### config.mk
export PLATFORM = sky130hd
export DESIGN_NAME = alarm_bank_setter
export DESIGN_NICKNAME = d
export VERILOG_FILES = /design/src/rtl/alarm_bank_setter.sv
export SDC_FILE = /design/constraint.sdc
export NUM_CORES = 1
export LEC_CHECK = 0
export CAP_MARGIN = 40
export CORE_UTILIZATION = 64
export CTS_CLUSTER_DIAMETER = 80
export DETAILED_ROUTE_END_ITERATION = 10
export PLACE_DENSITY_LB_ADDON = 0.05
export SKIP_CTS_REPAIR_TIMING = 1
export SYNTH_ARGS = -nofsm -noshare
export SYNTH_HDL_FRONTEND = slang
export SYNTH_SLANG_ARGS = --single-unit
### constraint.sdc
create_clock -name clk -period 8.1 [get_ports clk]
set_input_delay 0.81 -clock clk [delete_from_list [all_inputs] [get_ports clk]]
set_output_delay 0.81 -clock clk [all_outputs]
set_load 0.01 [all_outputs]
### src/rtl/alarm_bank_setter.sv
// rtl/alarm_bank_setter.sv - multi-slot HH:MM alarm editor, matcher and ring controller
module alarm_bank_setter #(
  parameter int NUM_ALARMS   = 4,
  parameter int RING_MINUTES = 5,
  localparam int SLOT_W      = $clog2(NUM_ALARMS)
) (
  input  logic                  clk,
  input  logic                  rst,
  input  logic                  set_alarm_en,
  input  logic                  mode_button,
  input  logic                  inc_button,
  input  logic                  stop_button,
  input  logic                  minute_tick,
  input  logic [1:0]            cur_hours_left,
  input  logic [3:0]            cur_hours_right,
  input  logic [2:0]            cur_minutes_left,
  input  logic [3:0]            cur_minutes_right,
  output logic [SLOT_W-1:0]     o_slot,
  output logic [1:0]            o_hours_left,
  output logic [3:0]            o_hours_right,
  output logic [2:0]            o_minutes_left,
  output logic [3:0]            o_minutes_right,
  output logic                  o_on_off,
  output logic [NUM_ALARMS-1:0] o_enabled_mask,
  output logic                  ack_flag,
  output logic                  alarm_ring,
  output logic [SLOT_W-1:0]     ring_slot
);

  localparam logic [2:0] SEL   = 3'd0;
  localparam logic [2:0] HL    = 3'd1;
  localparam logic [2:0] HR    = 3'd2;
  localparam logic [2:0] ML    = 3'd3;
  localparam logic [2:0] MR    = 3'd4;
  localparam logic [2:0] ONOFF = 3'd5;

  logic [2:0]            state;
  logic [1:0]            s_hl [NUM_ALARMS];
  logic [3:0]            s_hr [NUM_ALARMS];
  logic [2:0]            s_ml [NUM_ALARMS];
  logic [3:0]            s_mr [NUM_ALARMS];
  logic [NUM_ALARMS-1:0] s_en;
  logic [SLOT_W-1:0]     next_slot;
  logic                  hit;
  logic [SLOT_W-1:0]     hit_idx;
  logic [3:0]            ring_cnt;

  assign o_enabled_mask = s_en;

  // Slot selection wraps at the configured number of slots, not at the power of two.
  always_comb begin
    next_slot = '0;
    if (o_slot != SLOT_W'(NUM_ALARMS - 1)) next_slot = o_slot + 1'b1;
  end

  // Lowest-index enabled committed slot equal to the running time; scanning downward lets low indices win.
  always_comb begin
    hit     = 1'b0;
    hit_idx = '0;
    for (int i = NUM_ALARMS - 1; i >= 0; i--) begin
      if (s_en[i] && s_hl[i] == cur_hours_left && s_hr[i] == cur_hours_right &&
          s_ml[i] == cur_minutes_left && s_mr[i] == cur_minutes_right) begin
        hit     = 1'b1;
        hit_idx = SLOT_W'(i);
      end
    end
  end

  // Edit FSM, edit buffer and committed slot storage; mode wins over inc.
  always_ff @(posedge clk or negedge rst) begin
    if (!rst) begin
      state           <= SEL;
      o_slot          <= '0;
      o_hours_left    <= '0;
      o_hours_right   <= '0;
      o_minutes_left  <= '0;
      o_minutes_right <= '0;
      o_on_off        <= 1'b0;
      ack_flag        <= 1'b0;
      s_en            <= '0;
      for (int i = 0; i < NUM_ALARMS; i++) begin
        s_hl[i] <= '0;
        s_hr[i] <= '0;
        s_ml[i] <= '0;
        s_mr[i] <= '0;
      end
    end else begin
      ack_flag <= 1'b0;
      if (!set_alarm_en) begin
        state           <= SEL;
        o_hours_left    <= s_hl[o_slot];
        o_hours_right   <= s_hr[o_slot];
        o_minutes_left  <= s_ml[o_slot];
        o_minutes_right <= s_mr[o_slot];
        o_on_off        <= s_en[o_slot];
      end else if (mode_button) begin
        case (state)
          SEL:   state <= HL;
          HL:    state <= HR;
          HR:    state <= ML;
          ML:    state <= MR;
          MR:    state <= ONOFF;
          ONOFF: begin
            s_hl[o_slot] <= o_hours_left;
            s_hr[o_slot] <= o_hours_right;
            s_ml[o_slot] <= o_minutes_left;
            s_mr[o_slot] <= o_minutes_right;
            s_en[o_slot] <= o_on_off;
            ack_flag     <= 1'b1;
            state        <= SEL;
          end
          default: state <= SEL;
        endcase
      end else if (inc_button) begin
        case (state)
          SEL: begin
            o_slot          <= next_slot;
            o_hours_left    <= s_hl[next_slot];
            o_hours_right   <= s_hr[next_slot];
            o_minutes_left  <= s_ml[next_slot];
            o_minutes_right <= s_mr[next_slot];
            o_on_off        <= s_en[next_slot];
          end
          HL: begin
            if (o_hours_left == 2'd2) begin
              o_hours_left <= 2'd0;
            end else begin
              o_hours_left <= o_hours_left + 2'd1;
              // Entering the 20s must not leave an invalid 24..29 hour.
              if (o_hours_left == 2'd1 && o_hours_right > 4'd3) o_hours_right <= 4'd0;
            end
          end
          HR: begin
            if ((o_hours_left == 2'd2 && o_hours_right >= 4'd3) || o_hours_right >= 4'd9)
              o_hours_right <= 4'd0;
            else
              o_hours_right <= o_hours_right + 4'd1;
          end
          ML: o_minutes_left  <= (o_minutes_left >= 3'd5)  ? 3'd0 : o_minutes_left + 3'd1;
          MR: o_minutes_right <= (o_minutes_right >= 4'd9) ? 4'd0 : o_minutes_right + 4'd1;
          ONOFF: o_on_off <= ~o_on_off;
          default: ;
        endcase
      end
    end
  end

  // Ring control: stop beats everything, a running ring counts ticks and never re-triggers on its last one.
  always_ff @(posedge clk or negedge rst) begin
    if (!rst) begin
      alarm_ring <= 1'b0;
      ring_slot  <= '0;
      ring_cnt   <= '0;
    end else if (stop_button) begin
      alarm_ring <= 1'b0;
    end else if (minute_tick) begin
      if (alarm_ring) begin
        if (ring_cnt == 4'(RING_MINUTES - 1)) begin
          alarm_ring <= 1'b0;
          ring_cnt   <= '0;
        end else begin
          ring_cnt <= ring_cnt + 4'd1;
        end
      end else if (hit) begin
        alarm_ring <= 1'b1;
        ring_slot  <= hit_idx;
        ring_cnt   <= '0;
      end
    end
  end

endmodule
==> flow_summary.json <==
{
  "drive_gt1_share_pct": 18.3,
  "drv_cap": 0,
  "grt_overflow": 0,
  "crit_path_max_fanout": 32,
  "vias_per_cell": 6.51,
  "skew_ns": 0.00787,
  "antenna_found_initial": 0,
  "status": "completed",
  "crit_path_top_delay_cell": "ha_1",
  "p_leak_nw": 2.47,
  "syn_inst": 511,
  "core-area_sq_um": 8220,
  "hpwl_um": 9530,
  "place.gp.congestion": 0.942,
  "path_class": "flop to flop",
  "async_flop_share_pct": 100,
  "netSwitchingFraction_pct": 33.3,
  "initial_core_util_pct": 66.2,
  "maxSlewViolCount": 0,
  "remaining_drc_errors": 0,
  "critical_path.cell_chain": "buf_4 -> inv_1 -> ha_1 -> buf_8 -> mux4_2 -> a22oi_1 -> a21oi_1 -> mux2_2",
  "grt_max_degree": 52,
  "syn_avg_cell_area_sq_um": 10.6,
  "worst_pin_slew_ns": 0.899,
  "path_buf_inv": 3,
  "wirelength_um": 13400,
  "ys_ff_latch": 83,
  "numCtsBuffers": 9,
  "final_util_pct": 73.7,
  "die_h_um": 94.2,
  "rr_worst_depth": 8,
  "grt_pass1_vias": 4056,
  "netlist_area_sq_um": 5440,
  "pre_cts_ws_ns": 4.91,
  "vdd_ir_drop_max_mv": 0.121,
  "synth_cell_type_count": 57,
  "die_x_um": 94.2,
  "r2r_start": "o_slot[0]",
  "finalPower_mw": 1.19,
  "firstDrtPassIters": 5,
  "p_comb_share_pct": 32.4,
  "seqPwrFrac_pct": 38.1,
  "cts_tree": "yes",
  "clockBufferDepth": 2,
  "die_area_sq_um": 8870,
  "reg2reg_setup_slack_ns": 5.19,
  "num_io_pins": 44,
  "grt_usage_pct": 33.1,
  "clk_latency_ns": 0.37,
  "rows": 33,
  "slew_headroom_pct": 39.9,
  "powerDensity_nw_per_um2": 196,
  "hold_violations": 0,
  "fin_nets": 564,
  "ys.flop_type": "dfrtp_1",
  "yosys_warnings": 0,
  "synth_nets": 545,
  "min_period_over_period_pct": 36.0,
  "synth_edf_count": 0,
  "cts.sinks": 83,
  "power.switching_mw": 0.397,
  "setup_viol": 0,
  "fin_crit_ns": 2.91,
  "cp_slowest_stage_delay_ns": 0.64,
  "syn2layout_area_growth_pct": 11.5,
  "h-tree-depth": 3,
  "p_int_mw": 0.794,
  "fin_cells": 640,
  "cp.arrival_ns": 3.17,
  "crit_required_ns": 8.36,
  "crit_family": "multiplexers",
  "grt_pass1_wl_um": 21700,
  "placedCellCount": 624,
  "yosysSeqAreaShare_pct": 38.2,
  "antenna_cells": 0,
  "via_count": 4167,
  "grt_setup_unrepaired": "false",
  "fmax_ghz": 0.343,
  "clkPwrFrac_pct": 29.5,
  "drt_iter0_drc": 237,
  "fin_ws_ns": 5.19,
  "ant_nets": 0,
  "worst_setup_path_start_kind": "flop",
  "fin_tns_setup_ns": 0,
  "wire_per_inst_um": 20.9,
  "r2r_end": "o_minutes_right[2]",
  "port_buffers": 43,
  "cts_root_buffer": "clkbuf_8",
  "clk_pin_slew_ns": 0.09,
  "min_path_type": "primary input to async pin",
  "end_kind": "flop"
}
[power by group through the flow]
stage                     clock network (mW)  registers [mW]  logic, mW
after detailed placement                   0           0.461      0.387
final                                  0.352           0.453      0.385
after global routing                   0.370           0.457      0.414
after CTS                              0.354           0.453      0.389
after global placement                     0           0.460      0.361
after floorplan                            0           0.461      0.259
[registers in the layout, summed over array words and instances (netlist names)]
register and count:
ack_flag 1, alarm_ring 1, o_enabled_mask 4, o_hours_left 2
o_hours_right 4, o_minutes_left 3, o_minutes_right 4, o_on_off 1
o_slot 2, ring_cnt 4, ring_slot 2, s_hl 8
s_hr 16, s_ml 12, s_mr 16, state 3
[per-stage QoR]
| step | hold slack [ns] | instance area (sq um) |
|---|---|---|
| floorplan | 0.500 | 5440 |
| global placement | 0.519 | 5780 |
| detailed placement | 0.533 | 5820 |
| CTS | 0.396 | 6060 |
| global route | 0.419 | 6060 |
| finish | 0.378 | 6060 |
[cell usage in the layout (no fill, tap or decap), types with 11 or more instances in the layout]
| master | instances |
|---|---|
| ha_1 | 14 |
| inv_1 | 21 |
| clkdlybuf4s50_1 | 42 |
| mux4_2 | 26 |
| xnor2_1 | 47 |
| nand4_1 | 19 |
| mux2_2 | 33 |
| clkbuf_8 | 11 |
| o21ai_0 | 43 |
| nand2_1 | 53 |
| nor2_1 | 15 |
| a21oi_1 | 14 |
| dfrtp_1 | 83 |
[worst max path at each step]
stage | cells past startpoint | to | slack [ns] | startpoint
2_1_floorplan | 11 | o_minutes_left[2] | 5.37 | o_slot[0]
3_3_place_gp | 6 | s_mr[14] | 5.01 | set_alarm_en
3_5_place_dp | 6 | o_enabled_mask[2] | 4.91 | set_alarm_en
4_1_cts | 8 | o_minutes_right[2] | 5.17 | o_slot[0]
5_1_grt | 8 | o_minutes_right[2] | 5.00 | o_slot[0]
6_report | 8 | o_minutes_right[2] | 5.19 | o_slot[0]
[synth_stat cells, types with 6 or more instances]
cell	count	area [sq um]
o21ai_0	43	215
nor2b_1	7	43.8
nor2_1	15	56.3
ha_1	14	175
xnor2_1	47	412
mux4_2	26	586
nand4_1	19	119
mux2_2	33	372
inv_1	21	78.8
xnor2_2	6	97.6
nand2b_1	7	43.8
buf_6	8	90.1
buf_2	17	85.1
a22oi_1	7	52.6
clkbuf_1	13	48.8
a21oi_1	14	70.1
nand2_1	53	199
dfrtp_1	83	2080
[layout make-up]
class | instances | area [sq um]
clock buffer | 11 | 151
tap | 105 | 131
fill | 590 | 2160
multi-input combinational | 367 | 3040
sequential | 83 | 2080
inverter | 21 | 78.8
clock inverter | 5 | 83.8
timing repair buffer | 48 | 493
[metal layers]
| metal | wire length (um) | part of all wire [%] | up-vias | global-route usage (%) |
|---|---|---|---|---|
| li1 | - | - | 1880 | - |
| met4 | 262 | 2.0 | 0 | 12.3 |
| met3 | 897 | 6.7 | 24 | 5.74 |
| met5 | 0 | 0 | - | 0 |
| met1 | 5600 | 42 | 2089 | 44.8 |
| met2 | 6630 | 49 | 174 | 53.1 |
[logic make-up (layout without fill, tap and decap cells)]
group                      Yosys count  after routing  synth area share (%)
AOI/OAI and AO/OA                   99             99                  11.5
DFF                                 83             83                  38.2
muxes                               64             64                  18.6
and+or+nand+nor                    135            135                  13.1
buffers and inverters               61             85                  5.80
adders and majority gates           14             14                  3.22
xor gates and xnor gates            55             55                  9.69
(Power assumes the default switching activity.)
